### src/rtl/ex_wb_stage.sv
// Execute-to-writeback pipeline register: latches the ALU result for register-file
// writeback, owns the Z/C flags, drives WB->EX forwarding and counts retired instructions.
module ex_wb_stage #(
  parameter int DATA_W  = 16,
  parameter int RADDR_W = 3,
  parameter int R0_ZERO = 1,
  parameter int CNT_W   = 16
) (
  input  logic               clk,
  input  logic               rst,
  input  logic               stall,
  input  logic               flush,
  input  logic               ex_valid,
  input  logic [RADDR_W-1:0] ex_rd,
  input  logic               ex_reg_we,
  input  logic               ex_flag_we,
  input  logic [RADDR_W-1:0] ex_rs1,
  input  logic [RADDR_W-1:0] ex_rs2,
  input  logic [DATA_W-1:0]  alu_result,
  input  logic               alu_zero,
  input  logic               alu_carry_out,
  output logic               alu_carry_in,
  output logic               wb_valid,
  output logic               wb_we,
  output logic [RADDR_W-1:0] wb_rd,
  output logic [DATA_W-1:0]  wb_data,
  output logic               flag_z,
  output logic               flag_c,
  output logic               fwd_rs1,
  output logic               fwd_rs2,
  output logic [CNT_W-1:0]   retired
);

  // Handshake: the EX instruction is taken on a rising edge only when ex_valid is high
  // and neither stall nor flush is high; otherwise a bubble enters WB and upstream must
  // hold the instruction for as long as stall stays high (flush simply drops it).
  logic acc;
  logic rd_is_r0;

  logic               wb_valid_q, wb_valid_d;
  logic               wb_we_q,    wb_we_d;
  logic [RADDR_W-1:0] wb_rd_q,    wb_rd_d;
  logic [DATA_W-1:0]  wb_data_q,  wb_data_d;
  logic               flag_z_q,   flag_z_d;
  logic               flag_c_q,   flag_c_d;
  logic [CNT_W-1:0]   retired_q,  retired_d;

  assign acc      = ex_valid & ~stall & ~flush;
  assign rd_is_r0 = (R0_ZERO != 0) && (ex_rd == '0);

  always_comb begin
    wb_valid_d = acc;
    wb_we_d    = acc & ex_reg_we & ~rd_is_r0;
    wb_rd_d    = wb_rd_q;
    wb_data_d  = wb_data_q;
    flag_z_d   = flag_z_q;
    flag_c_d   = flag_c_q;
    retired_d  = retired_q;
    if (acc) begin
      wb_rd_d   = ex_rd;
      wb_data_d = alu_result;
      retired_d = retired_q + CNT_W'(1);
      if (ex_flag_we) begin
        flag_z_d = alu_zero;
        flag_c_d = alu_carry_out;
      end
    end
  end

  always_ff @(posedge clk or posedge rst) begin
    if (rst) begin
      wb_valid_q <= 1'b0;
      wb_we_q    <= 1'b0;
      wb_rd_q    <= '0;
      wb_data_q  <= '0;
      flag_z_q   <= 1'b0;
      flag_c_q   <= 1'b0;
      retired_q  <= '0;
    end else begin
      wb_valid_q <= wb_valid_d;
      wb_we_q    <= wb_we_d;
      wb_rd_q    <= wb_rd_d;
      wb_data_q  <= wb_data_d;
      flag_z_q   <= flag_z_d;
      flag_c_q   <= flag_c_d;
      retired_q  <= retired_d;
    end
  end

  assign wb_valid     = wb_valid_q;
  assign wb_we        = wb_we_q;
  assign wb_rd        = wb_rd_q;
  assign wb_data      = wb_data_q;
  assign flag_z       = flag_z_q;
  assign flag_c       = flag_c_q;
  assign alu_carry_in = flag_c_q;
  assign retired      = retired_q;

  // wb_we is already clear for r0, so r0 never forwards.
  assign fwd_rs1 = wb_we_q & (wb_rd_q == ex_rs1);
  assign fwd_rs2 = wb_we_q & (wb_rd_q == ex_rs2);

endmodule

### config.mk
export PLATFORM = sky130hd
export DESIGN_NAME = ex_wb_stage
export DESIGN_NICKNAME = d
export VERILOG_FILES = /design/src/rtl/ex_wb_stage.sv
export SDC_FILE = /design/constraint.sdc
export NUM_CORES = 1
export LEC_CHECK = 0
export CAP_MARGIN = 20
export CORE_AREA = 2 2 65 67
export DETAILED_ROUTE_END_ITERATION = 12
export DIE_AREA = 0 0 67 69
export PLACE_DENSITY = 0.82
export SLEW_MARGIN = 20
export SYNTH_ARGS = -nofsm -noshare
export SYNTH_HDL_FRONTEND = slang
export SYNTH_SLANG_ARGS = --single-unit
### constraint.sdc
create_clock -name clk -period 4 [get_ports clk]
set_clock_uncertainty 0.05 [all_clocks]
set_input_delay 0.8 -clock clk [delete_from_list [all_inputs] [get_ports clk]]
set_output_delay 0.8 -clock clk [all_outputs]
set_load 0.01 [all_outputs]
# Yosys cells after proc, flatten, opt, wreduce, memory -nomap -nowiden
# Cells that the tools add are included.
dict set report op_classes {
  add_sub_neg 1
  eq_ne 2
  bitwise_logic 9
  reduce_logical 2
}
# operator n
set ops {}
lappend ops {{$add A16 B1 Y16 const B} 1}
lappend ops {{$and A1 B1 Y1} 6}
lappend ops {{$eq A3 B3 Y1} 2}
lappend ops {{$logic_not A3 Y1} 1}
lappend ops {{$not A1 Y1} 3}
lappend ops {{$reduce_and A2 Y1} 1}
dict set report word_totals {
  ff_bits 39
  inputBits 34
  output_inout_bits 42
  elab_cells 21
}

# Longest topological paths before layout
# Gate-level depths: netlist of the first run.
dict set report logic_depth {
  depth_word 5
  ltp_mapped 6
  depth_no_buf 5
}

# Worst setup path before layout of the first run
# OpenSTA, ideal clock, no wires.
dict set report synth_path {
  kind {input -> output}
  startpoint {in ex_rs1[2]}
  endpoint {out fwd_rs1}
  t_arrival_ps 1260
  t_required_ps 3150
  setup_slack_ps 1890
  cell_stages 2
  n_path_buf 0
  cell_sequence {xor2_1 > nor3_1}
}
dict set report synth_between {
  elab_chain_cells 2
}
# item line
set synth_lines {}
lappend synth_lines {{from (decl)} 17} ;# input logic [RADDR_W-1:0] ex_rs1,
lappend synth_lines {{$eq A3 B3 Y1} 100} ;# assign fwd_rs1 = wb_we_q & (wb_rd_q == ex_rs1);
lappend synth_lines {{$and A1 B1 Y1} 100}
lappend synth_lines {{to (decl)} 29} ;# output logic fwd_rs1,
# No other way between the ends.

# Final worst setup path of the first run
dict set report layout_path {
  startpoint {in ex_rs2[0]}
  endpoint {out fwd_rs2}
}
dict set report layout_between {
  elab_chain_cells 2
}
# item line
set layout_lines {}
lappend layout_lines {{from (decl)} 18} ;# input logic [RADDR_W-1:0] ex_rs2,
lappend layout_lines {{$eq A3 B3 Y1} 101} ;# assign fwd_rs2 = wb_we_q & (wb_rd_q == ex_rs2);
lappend layout_lines {{$and A1 B1 Y1} 101}
lappend layout_lines {{to (decl)} 30} ;# output logic fwd_rs2,
# No other way between the ends.

==> metrics, run 1 <==
post-synthesis mux area share approximately 15%; Sw Ratio 27.89%; vias per std cell about 4.8; Initial Utilization between 40% and 50%; Synth cell types 22; filler-free cell count of the finished design roughly 250; # hold bufs at CTS 0; full die area between 4000 and 5000 sq um; register area share after synthesis between 50% and 60%; Clock Tree Buf Depth 2; gp weighted congestion approximately 0.74; total global routing overflow 0; period utilisation layout between 70% and 80%; CP max FO 1; Yosys reg bits 39; post-synthesis xor/xnor area fraction 11.07%; CP endpoint kind output port; Seq. cell area 975.9 sq um; Root Buffer clkbuf_8; cell area after synthesis between 1500 and 2000 sq um; # fillers between 300 and 400; vias in the first global route between 1000 and 1500; unrepaired setup endpoints after global routing false; Pint between 0.0007 and 0.0008 W; Worst-Margin Slew 1.032 ns; VDD IR max roughly 0.00035 V; max-slew violation count 0; Std-Cell Rows 23; die width roughly 67 um; post-CTS setup buffers 0; status complete, no violations; Fin Hold WS around 0.44 ns; max_cap viols 0; Syn Nets around 160; Final min period just over 3 ns; Finish-stage setup viols 0; largest family of logic cells by synthesized area multiplexers; io pins between 70 and 80; layout cells sized above 1 around 17%; initial antenna violation count 0; Logic pwr share slightly below 30%; post-route ant nets 0; Design Area, Final around 2500 sq um; CP Data Required Time 3.15 ns; Synth Area in Adders less than 1%; largest net degree at the start of global routing 40; Detail Placement HPWL ~2700 um; CTS tree yes; sw power about 0.0003 W; Critical Path AT 2.22 ns; Compound-Gate Fraction of Synth Area less than 1%; power per cell area between 400 and 500 nW/um^2; Fmax 325.6 MHz; # DRC 0; type of the most critical hold path flop to flop; YS warnings 0; antenna cell count 0; Die H 69 um; total CTS buffers 5; leakage power total 1.090 nW; CTS clk-pin slew, worst paths about 0.07 ns; number of H-tree levels 2; Clock Sinks 39; DP Area around 2500 sq um; Via Count between 1000 and 1500; Sequential Power Share a little under half; Inst Count DP between 200 and 250; Syn Inst Count between 100 and 150; area grow syn2layout 52.56%; Final Util approximately two thirds; Simple-Gate Fraction of Synth Area about 11%; TritonRoute pass-1 iters 4; crit path launch type primary input; IO buf count between 70 and 80; Layout Nets around 240; average size of a mapped cell approximately 14 sq um; Multi-input gate area between 600 and 700 sq um; gr usage total between 15 and 20%; WL/cell about 14 um; TNS Setup 0 ns; Clk pwr share between 20% and 30%; Clk Latency, worst-skew pair around 0.29 ns; Final Hold Viols 0; Post-CTS Resized 0; Initial DRC Count just under 60; placeable core area slightly below 4000 sq um; global-route wire length before repair approximately 5800 um; critical path class primary input to output port; total wire length roughly 3600 um; normalized max-slew margin between 30 and 40%
[worst max-delay path: stages]
cell	delay, ns
clkdlybuf4s50_1	0.47
xnor2_1	0.11
nand2_1	0.08
nor3_1	0.18
clkdlybuf4s50_1	0.58
[worst paths after layout]
check / from / slack [ns] / end / cells past startpoint
setup / recovery: ex_rs2[0] / 0.93 / fwd_rs2 / 5
hold / removal: retired[5] / 0.44 / retired[5] / 1
setup reg to reg: retired[3] / 2.54 / retired[15] / 4
hold reg to reg: retired[5] / 0.44 / retired[5] / 1
max in group asynchronous: rst / 2.69 / retired[3] / 3
min in group asynchronous: rst / 0.88 / wb_data[1] / 3
[final cells by class]
class | count | share of cell area, %
inverter | 2 | 0.4936
clock buffer | 7 | 3.011
timing repair buffer | 76 | 29.91
clock inverter | 1 | 0.1974
multi-input combinational | 76 | 25.42
sequential | 39 | 38.50
tap | 50 | 2.468
[power groups by stage]
stage / Clock, W / Sequential (W) / Combinational, W
finish: 0.000251 / 0.000522 / 0.000324
CTS: 0.000264 / 0.000522 / 0.000331
global route: 0.000281 / 0.000531 / 0.000349
detailed placement: 0 / 0.000529 / 0.000329
floorplan: 0 / 0.000553 / 0.000104
global placement: 0 / 0.000523 / 0.000317
[cells in the mapped netlist (all sizes together)]
cell | count | area (sq um)
xnor2 | 12 | 105.1
ha | 1 | 12.51
dfrtp | 39 | 975.9
xor2 | 9 | 78.83
nor3 | 4 | 30.03
nand3 | 1 | 5.000
clkinv | 1 | 8.760
inv | 1 | 3.750
nor2 | 3 | 11.26
mux2 | 22 | 247.7
nor3b | 1 | 18.77
o311a | 1 | 10.01
or2 | 1 | 6.260
and3 | 4 | 25.02
buf | 4 | 28.78
or3b | 1 | 8.760
nand2 | 12 | 45.04
nand4 | 4 | 40.04
[sequential cells by signal, summed over array words and instances (netlist names)]
signal / count
wb_we: 1
wb_valid: 1
retired: 16
wb_data: 16
flag_z: 1
alu_carry_in: 1
wb_rd: 3
[cell families (layout without fill, tap and decap cells)]
group           count (synthesis)  after routing
mux                            22             22
compound gates                  1              1
fa+ha+maj                       1              1
simple gates                   31             31
buf+inv                         6             86
flops                          39             39
xor+xnor                       21             21
[layer usage]
layer	track usage, %	vias to the layer above	wire length, um
met5	0	-	0
met4	6.122	0	56
met3	8.157	7	303
met2	28.38	51	1772
met1	18.26	586	1417
li1	-	569	-
[through the flow]
stage	worst slack, ns	total power, W
finish	0.9285	0.001096
global route	0.8909	0.001161
CTS	0.9535	0.001117
detailed placement	0.9439	0.0008576
global placement	1.029	0.0008397
floorplan	1.890	0.0006565
[placed cells by master (no fill, tap or decap)]
cell type        netlist  final
clkdlybuf4s50_1        0     75
dfrtp_1               39     39
mux2_2                22     22
xnor2_1               12     12
nand2_1               12     12
xor2_1                 9      9
clkbuf_8               0      5
and3_1                 4      4
nand4_1                3      3
nor2_1                 3      3
nor3_1                 2      2
nor3_2                 2      2
clkbuf_1               0      2
or3b_1                 1      1
clkinv_4               1      1
nand3_1                1      1
or2_1                  1      1
nand4_4                1      1
nor3b_4                1      1
o311a_1                1      1
inv_1                  1      1
ha_1                   1      1
clkinv_2               0      1
buf_4                  1      1
Power figures use the tool's default switching activity.
==> run 2, diff against run 1 <==
- CORE_AREA: 2 2 65 67 -> 2 2 67 69
- DIE_AREA: 0 0 67 69 -> 0 0 69 71
- PLACE_DENSITY: 0.82 -> 0.78
- clock period: 4 -> 3.1 ns (I/O delays scaled with it)
==> run 2 against run 1 <==
Combinational power up 29%. Sequential power up 29%. Routed wire length up 1.1%. Hold slack better by 0.0059 ns. Sequential share of layout area down 0.62 points. Core utilization down 3.5 points. Critical path type unchanged. Largest cell class unchanged.
==> metrics, run 2 (same netlist as run 1, synthesis figures left out) <==
Critical Path AT 2.01 ns (was 2.22 ns); vias in the first global route 1240 (was 1275); Layout Nets 236 (was 235); global-route wire length before repair 5913 um (was 5837 um); total global routing overflow 0 (unchanged); WL/cell 14.13 um (was 14.14 um); leakage power total 1.111 nW (was 1.090 nW); Critical Path Max Stage Delay 0.57 ns (was 0.58 ns); gr usage total 15.52% (was 16.98%); Std-Cell Rows 24 (was 23); Initial DRC Count 62 (was 58); Die H 71 um (was 69 um); full die area 4899 sq um (was 4623 sq um); TritonRoute pass-1 iters 2 (was 4); max_cap viols 0 (unchanged); # DRC 0 (unchanged); Finish-stage setup viols 0 (unchanged); TNS Setup 0 ns (unchanged); layout cells sized above 1 18.32% (was 16.92%); post-route ant nets 0 (unchanged); Highest Signal Layer met3 (was met4); Inst Count DP 246 (was 243); placeable core area 4204 sq um (was 3914 sq um); largest net degree at the start of global routing 40 (unchanged); CTS clk-pin slew, worst paths 0.08 ns (was 0.07 ns); number of H-tree levels 2 (unchanged); CP endpoint kind output port (unchanged); CP Data Required Time 2.43 ns (was 3.15 ns); Detail Placement HPWL 2778 um (was 2694 um); vias per std cell 4.709 (was 4.833); Final min period ~2.7 ns; most frequent cells in the layout clkdlybuf4s50_1, dfrtp_1, mux2_2 (unchanged); Post-CTS Resized 0 (unchanged); unrepaired setup endpoints after global routing false (unchanged); leading cell type in the layout, fill and taps excluded clkdlybuf4s50_1 (unchanged); gp weighted congestion 0.7603 (was 0.7350); Clk pwr share 28.0% (was 22.9%); normalized max-slew margin 67.50% (was 31.18%); sw power 0.0004168 W (was 0.0003058 W); Clock Sinks 39 (unchanged); Logic pwr share 27.5% (was 29.6%); initial antenna violation count 0 (unchanged); period utilisation layout between 80% and 90%; met2 wire len 1902 um (was 1772 um); total CTS buffers 5 (unchanged); Most common cell on crit path clkdlybuf4s50_1 (unchanged); Fmax between 300 and 400 MHz; IO buf count 75 (unchanged); max-slew violation count 0 (unchanged); power per cell area 589.1 nW/um^2 (was 432.5 nW/um^2); M1 WL 1415 um (was 1417 um); Clk Latency, worst-skew pair 0.29 ns (about the same); VDD IR max 0.0004376 V (was 0.0003461 V); Worst-Margin Slew 0.4875 ns (was 1.032 ns); Initial Utilization 39.52% (was 42.46%); slowest CP cell clkdlybuf4s50_1 (unchanged); io pins 76 (unchanged); Crit path max-delay family buffers and inverters (unchanged); area grow syn2layout 55.05% (was 52.56%); post-CTS setup buffers 0 (unchanged); CTS tree yes (unchanged); Final Hold Viols 0 (unchanged); Sequential Power Share 44.4% (was 47.6%); total wire length 3589 um (was 3550 um); cells along the critical path clkdlybuf4s50_1, xnor2_1, nand2_1, nor3_1, clkdlybuf4s50_1 (unchanged); die width 69 um (was 67 um); Via Count 1196 (was 1213); status complete, no violations (unchanged); antenna cell count 0 (unchanged); Root Buffer clkbuf_8 (unchanged); # hold bufs at CTS 0 (unchanged); met3 WL 272 um (was 303 um); Sw Ratio 27.46% (was 27.89%); Buf+Inv Stages, Crit Path 2 (unchanged); Pint 0.001101 W (was 0.0007906 W); critical path class primary input to output port (unchanged); Clock Tree Buf Depth 2 (unchanged); filler-free cell count of the finished design 254 (was 251); crit path launch type primary input (unchanged); type of the most critical hold path flop to flop (unchanged); CP max FO 1 (unchanged)
==> run 2: cell count changes in the layout (fill, tap and decap cells not counted) <==
cell	delta
buf_4	+1
bufinv_16	+1
clkbuf_1	-2
clkinv_4	+1
==> run 2: path summary, 6_finish.rpt <==
path / slack [ns] / startpoint / depth (start not counted) / to
hold reg to reg: 0.44 / retired[8] / 1 / retired[8]
setup reg to reg: 1.62 / retired[3] / 4 / retired[15]
setup / recovery: 0.42 / ex_rs1[1] / 5 / fwd_rs1
hold / removal: 0.44 / retired[8] / 1 / retired[8]
max in group asynchronous: 1.97 / rst / 3 / retired[9]
min in group asynchronous: 0.69 / rst / 3 / wb_data[1]
==> run 2: metal layers <==
layer  GRT usage, %  up-vias
met3          5.698        0
met4          6.536        0
li1               -      566
met1          18.37      587
met2          25.64       43
met5              0        -
==> run 2: cell type report <==
type	instances	area [sq um]
timing repair buffer	77	765.7
clock inverter	3	43.79
sequential	39	975.9
fill	348	1628
multi-input combinational	76	644.4
tap	52	65.06
inverter	2	12.51
clock buffer	5	68.82
==> run 2: stage by stage <==
step	util (%)	hold slack [ns]	worst slack (ns)	total power (W)	cell area [sq um]
after floorplan	-	0.4576	1.288	0.0008471	1662
after global placement	58.60	0.4100	0.4785	0.001092	2464
after detailed placement	58.60	0.4338	0.4066	0.001109	2464
after CTS	61.28	0.4485	0.4068	0.001539	2576
after global routing	61.28	0.4618	0.3450	0.001597	2576
final	61.28	0.4410	0.4185	0.001518	2576
==> run 2: power groups by stage <==
stage / registers, W / logic [W] / clock network (W)
3_5_place_dp: 0.000685 / 0.000424 / 0
6_report: 0.000675 / 0.000418 / 0.000425
3_3_place_gp: 0.000677 / 0.000415 / 0
2_1_floorplan: 0.000713 / 0.000134 / 0
5_1_grt: 0.000687 / 0.000449 / 0.000461
4_1_cts: 0.000675 / 0.000426 / 0.000437
